--- src/rtl/bank_htu_way_alloc.sv ---
// Way allocation and tag lookup for one 8-way HTU bank: hit/miss resolution,
// victim selection (invalid first, else PLRU oldest), dirty write-back and PLRU access pulses.
module bank_htu_way_alloc #(
  parameter int TAG_W = 20
) (
  input  logic             clk_i,
  input  logic             rst_ni,
  input  logic             req_valid_i,
  output logic             req_ready_o,
  input  logic [TAG_W-1:0] req_tag_i,
  input  logic             req_write_i,
  output logic             resp_valid_o,
  input  logic             resp_ready_i,
  output logic             resp_hit_o,
  output logic [7:0]       resp_way_o,
  output logic             evict_valid_o,
  input  logic             evict_ready_i,
  output logic [TAG_W-1:0] evict_tag_o,
  output logic [7:0]       evict_way_o,
  output logic             plru_access_valid_o,
  output logic [7:0]       plru_access_array_o,
  input  logic [7:0]       plru_oldest_way_i
);

  typedef enum logic [2:0] {IDLE, LOOKUP, EVICT, FILL, RESP} state_t;

  state_t           state_reg, state_next;
  logic [TAG_W-1:0] tag_mem [8];
  logic [7:0]       valid_reg, dirty_reg;
  logic [TAG_W-1:0] req_tag_reg;
  logic             req_write_reg;
  logic [2:0]       victim_reg;
  logic             resp_hit_reg;
  logic [7:0]       resp_way_reg;

  logic [7:0] match;
  logic [2:0] hit_idx, inv_idx, old_idx, victim_idx;
  logic       any_hit;

  for (genvar gi = 0; gi < 8; gi++) begin : g_match
    assign match[gi] = valid_reg[gi] && (tag_mem[gi] == req_tag_reg);
  end

  // Priority encoders: lowest index wins in every case; all-zero inputs resolve to way 0.
  always_comb begin
    hit_idx = '0;
    inv_idx = '0;
    old_idx = '0;
    for (int i = 7; i >= 0; i--) begin
      if (match[i]) hit_idx = 3'(i);
      if (!valid_reg[i]) inv_idx = 3'(i);
      if (plru_oldest_way_i[i]) old_idx = 3'(i);
    end
  end

  assign any_hit    = |match;
  assign victim_idx = (&valid_reg) ? old_idx : inv_idx;

  always_comb begin
    state_next = state_reg;
    case (state_reg)
      IDLE:    if (req_valid_i) state_next = LOOKUP;
      LOOKUP: begin
        if (any_hit) state_next = RESP;
        else if (valid_reg[victim_idx] && dirty_reg[victim_idx]) state_next = EVICT;
        else state_next = FILL;
      end
      EVICT:   if (evict_ready_i) state_next = FILL;
      FILL:    state_next = RESP;
      RESP:    if (resp_ready_i) state_next = IDLE;
      default: state_next = IDLE;
    endcase
  end

  always_ff @(posedge clk_i) begin
    if (!rst_ni) begin
      state_reg     <= IDLE;
      valid_reg     <= '0;
      dirty_reg     <= '0;
      req_tag_reg   <= '0;
      req_write_reg <= 1'b0;
      victim_reg    <= '0;
      resp_hit_reg  <= 1'b0;
      resp_way_reg  <= '0;
    end else begin
      state_reg <= state_next;
      case (state_reg)
        IDLE: begin
          if (req_valid_i) begin
            req_tag_reg   <= req_tag_i;
            req_write_reg <= req_write_i;
          end
        end
        LOOKUP: begin
          if (any_hit) begin
            if (req_write_reg) dirty_reg[hit_idx] <= 1'b1;
            resp_hit_reg <= 1'b1;
            resp_way_reg <= 8'(1) << hit_idx;
          end else begin
            victim_reg <= victim_idx;
          end
        end
        FILL: begin
          valid_reg[victim_reg] <= 1'b1;
          dirty_reg[victim_reg] <= req_write_reg;
          resp_hit_reg          <= 1'b0;
          resp_way_reg          <= 8'(1) << victim_reg;
        end
        default: ;
      endcase
    end
  end

  // Tags are don't-care after reset, so the array carries no reset.
  always_ff @(posedge clk_i) begin
    if (rst_ni && state_reg == FILL) tag_mem[victim_reg] <= req_tag_reg;
  end

  always_comb begin
    req_ready_o         = 1'b0;
    resp_valid_o        = 1'b0;
    resp_hit_o          = 1'b0;
    resp_way_o          = '0;
    evict_valid_o       = 1'b0;
    evict_tag_o         = '0;
    evict_way_o         = '0;
    plru_access_valid_o = 1'b0;
    plru_access_array_o = '0;
    if (rst_ni) begin
      case (state_reg)
        IDLE: req_ready_o = 1'b1;
        LOOKUP: begin
          if (any_hit) begin
            plru_access_valid_o = 1'b1;
            plru_access_array_o = 8'(1) << hit_idx;
          end
        end
        EVICT: begin
          evict_valid_o = 1'b1;
          evict_tag_o   = tag_mem[victim_reg];
          evict_way_o   = 8'(1) << victim_reg;
        end
        FILL: begin
          plru_access_valid_o = 1'b1;
          plru_access_array_o = 8'(1) << victim_reg;
        end
        RESP: begin
          resp_valid_o = 1'b1;
          resp_hit_o   = resp_hit_reg;
          resp_way_o   = resp_way_reg;
        end
        default: ;
      endcase
    end
  end

endmodule

--- config.mk ---
export PLATFORM = sky130hd
export DESIGN_NAME = bank_htu_way_alloc
export DESIGN_NICKNAME = d
export VERILOG_FILES = /design/src/rtl/bank_htu_way_alloc.sv
export SDC_FILE = /design/constraint.sdc
export NUM_CORES = 1
export LEC_CHECK = 0
export BUFFER_PORTS_ARGS = -buffer_cell sky130_fd_sc_hd__buf_4
export CORE_MARGIN = 1.5
export CORE_UTILIZATION = 56
export DETAILED_ROUTE_END_ITERATION = 8
export GPL_TIMING_DRIVEN = 0
export PLACE_DENSITY = 0.75
export SLEW_MARGIN = 20
export SYNTH_ARGS = -nofsm -noshare
export SYNTH_HDL_FRONTEND = slang
export SYNTH_SLANG_ARGS = --single-unit
--- constraint.sdc ---
create_clock -name clk_i -period 9.9 [get_ports clk_i]
set_clock_uncertainty 0.2 [all_clocks]
set_input_delay 0.495 -clock clk_i [delete_from_list [all_inputs] [get_ports clk_i]]
set_output_delay 0.495 -clock clk_i [all_outputs]
set_load 0.01 [all_outputs]
==> impl_metrics.csv <==
group,metric,value,unit
power_and_ir_drop,switchingPower,0.5309,mW
min_path,hold_depth,3,
synth,syn_area,11240,um^2
power_and_ir_drop,p_sw_share,25.68,%
power_and_ir_drop,power_density,157.2,nW/um^2
timing,hold_viol,0,
die,die_area,20940,um^2
synth,ys_seq_area_share,52.53,%
timing,fin_tns_setup,0,ns
power_and_ir_drop,internal_power,1.537,mW
place,dp_cells,1297,
min_path,hp-class,"input port to flip-flop",
worst_setup_path,criticalPathCategory,"flip-flop to output port",
routing,drc,0,
clock_tree,clock_tree.buffer_depth,3,
power_and_ir_drop,vdd_drop_max,0.0001543,V
grt,grt_max_degree,15,
routing,first_pass_iters,5,
clock_tree,cts_hold_buf,0,
grt,grt_overflow,0,
routing,viasPerCell,6.384,
place,gp_congestion,1.088,
synth,synthDistinctLibCells,67,
power_and_ir_drop,p_leak,4.248,nW
clock_tree,clk_latency,0.51,ns
final_layout,final_cell_mix,"edfxtp_1 (160), xnor2_1 (122), buf_4 (91)",
power_and_ir_drop,p_clk_share,39.4,%
timing,fmax,205.1,MHz
synth,synth-async-reset-ratio,0,%
synth,synth_edf_count,160,
synth,yosys_most_used_dff,"edfxtp_1",
worst_setup_path,crit_required,9.21,ns
power_and_ir_drop,seqPwrFrac,48.7,%
final_layout,layout_commonest_cell,"edfxtp_1",
synth,postSynthCellCount,940,
clock_tree,ctsResizeCount,0,
clock_tree,tritoncts,"yes",
timing,finalSetupViolCount,0,
place,hpwlAfterDp,27.09,mm
final_layout,layout-drive-gt1-share,19.76,%
worst_setup_path,max_stage_delay,0.92,ns
synth,synth-seq-cells,215,
timing,slew_headroom,31.02,%
synth,yosysWarnings,0,
grt,grt_pass1_vias,7978,
clock_tree,cts_buffers,23,
grt,track_usage,34.95,%
final_layout,antenna_cells,0,
synth,post-synth-top-area-fraction,42.73,%
routing,wire_per_inst,26.40,um
final_layout,multi_input_area,5039,um^2
run,cap_violations,0,
worst_setup_path,critPathArrivalTime,4.18,ns
worst_setup_path,crit_top_cell,"nand4_1",
routing,initialDrtViolationCount,1062,
worst_setup_path,crit_chain,"buf_6 > xnor2_1 > nand4_1 > nor4_1 > nand4_1 > a2111oi_0 > nand3_1 > a21oi_1 > buf_4",
routing,ant_nets,0,
grt,grt_pass1_wl,51.28,mm
power_and_ir_drop,combinationalPowerShare,12.0,%
routing,postRouteWirelength,35.32,mm
timing,period_share,49.26,%
timing,worst_slew_pin_slew,1.035,ns
routing,vias,8542,
die,core,19590,um^2
die,die_y,144.7,um
final_layout,nets,1091,
clock_tree,cts_setup_buffers,0,
synth,netlist_top_cells_area,"edfxtp_1 (43%), dfxtp_1 (9.8%), xnor2_1 (9.5%)",
timing,rsz0062_at_grt,"false",
worst_setup_path,start_kind,"flip-flop",
die,initial_core_util,57.39,%
final_layout,fin_cells,1338,
die,die_w,144.7,um
die,ios,83,
worst_setup_path,worstRegToRegCells,8,
die,rows,51,
final_layout,area.growth.synth_to_final,16.96,%
clock_tree,htree_num_levels,1,
timing,slew_viol_final,0,
synth,synth_top_area_cell,"edfxtp_1",
timing,fin_crit,4.877,ns
clock_tree,cts_sinks,215,
final_layout,fill_cells,1463,
synth,post_synth.cell_area_avg,11.96,um^2
synth,synth_fp_nets,974,
final_layout,largest_register_ffs,160,
clock_tree,path_clk_slew,0.06,ns
place,portBuffers,82,
clock_tree,clockRootBuffer,"clkbuf_16",
worst_setup_path,crit_fanout,9,
worst_setup_path,crit_slowest_cell,"a2111oi_0",
outcome,status,"finished, final reports clean",
worst_setup_path,timing.critical_path.to_type,"output port",
final_layout,regArea,5906,um^2
grt,antenna_found_initial,0,
power by group through the flow:
stage | Combinational, mW | Sequential [mW] | Clock [mW]
after floorplan | 0.150 | 1.02 | 0
after global placement | 0.237 | 1.02 | 0
after detailed placement | 0.240 | 1.02 | 0
after CTS | 0.242 | 1.01 | 0.816
after global routing | 0.259 | 1.01 | 0.859
final | 0.247 | 1.01 | 0.814
layout make-up:
type	count	share of cell area [%]
Buffer	58	2.426
Clock buffer	32	5.014
Clock inverter	9	0.3711
Inverter	10	0.2854
Multi-Input combinational cell	657	38.32
Sequential cell	215	44.91
Tap cell	265	2.521
Timing Repair Buffer	92	6.156
final timing paths:
path / start / end / slack [ns]
setup / recovery: req_tag_reg[2] / plru_access_array_o[2] / 5.02
hold / removal: req_tag_i[17] / req_tag_reg[17] / 0.04
setup reg to reg: req_tag_reg[2] / resp_way_reg[3] / 6.08
hold reg to reg: resp_hit_reg / resp_hit_reg / 0.25
worst max-delay path: cells and delay by family, from the launching register on:
kind                   cells  cell delay (ns)
buffers and inverters      2             0.33
AO/OA/AOI/OAI              2             1.12
AND/OR/NAND/NOR            4             1.36
XOR/XNOR                   1             0.48
flip-flops                 1             0.38
routing by layer:
layer	part of all wire, %	GRT usage [%]	vias to the layer above	routed length, um
li1	-	-	3731	-
met1	39	47.61	4223	13690
met2	47	57.04	500	16680
met3	10	6.482	88	3633
met4	3.7	11.43	0	1318
met5	0	0	-	0
Yosys cell counts, types with 20 or more instances:
| library cell | number |
|---|---|
| mux4_2 | 40 |
| a21oi_1 | 35 |
| dfxtp_1 | 55 |
| nor2_1 | 71 |
| nor3_1 | 20 |
| nand3_1 | 24 |
| xor2_1 | 35 |
| mux2i_1 | 27 |
| edfxtp_1 | 160 |
| xnor2_1 | 122 |
| nand2_1 | 83 |
| clkbuf_1 | 29 |
| nand4_1 | 55 |
kinds of logic after synthesis:
| group | synth area share [%] |
|---|---|
| muxes | 10.52 |
| xor gates and xnor gates | 12.52 |
| and+or+nand+nor | 16.01 |
| DFF | 52.53 |
| buffers and inverters | 3.172 |
| AOI/OAI and AO/OA | 5.253 |
per-stage QoR:
stage          cell area (um^2)  power, mW  setup slack [ns]  hold slack (ns)  utilization (%)
4_1_cts                   13150      2.063             5.206          0.02737            67.13
6_report                  13150      2.068             5.023          0.03501            67.13
3_5_place_dp              12440      1.265             5.756           0.2438            63.51
2_1_floorplan             11240      1.167             6.153           0.2317                -
3_3_place_gp              12190      1.260             3.850           0.2393            62.23
5_1_grt                   13150      2.125             4.883          0.02731            67.13
No activity file was read; power rests on OpenSTA's default activity.
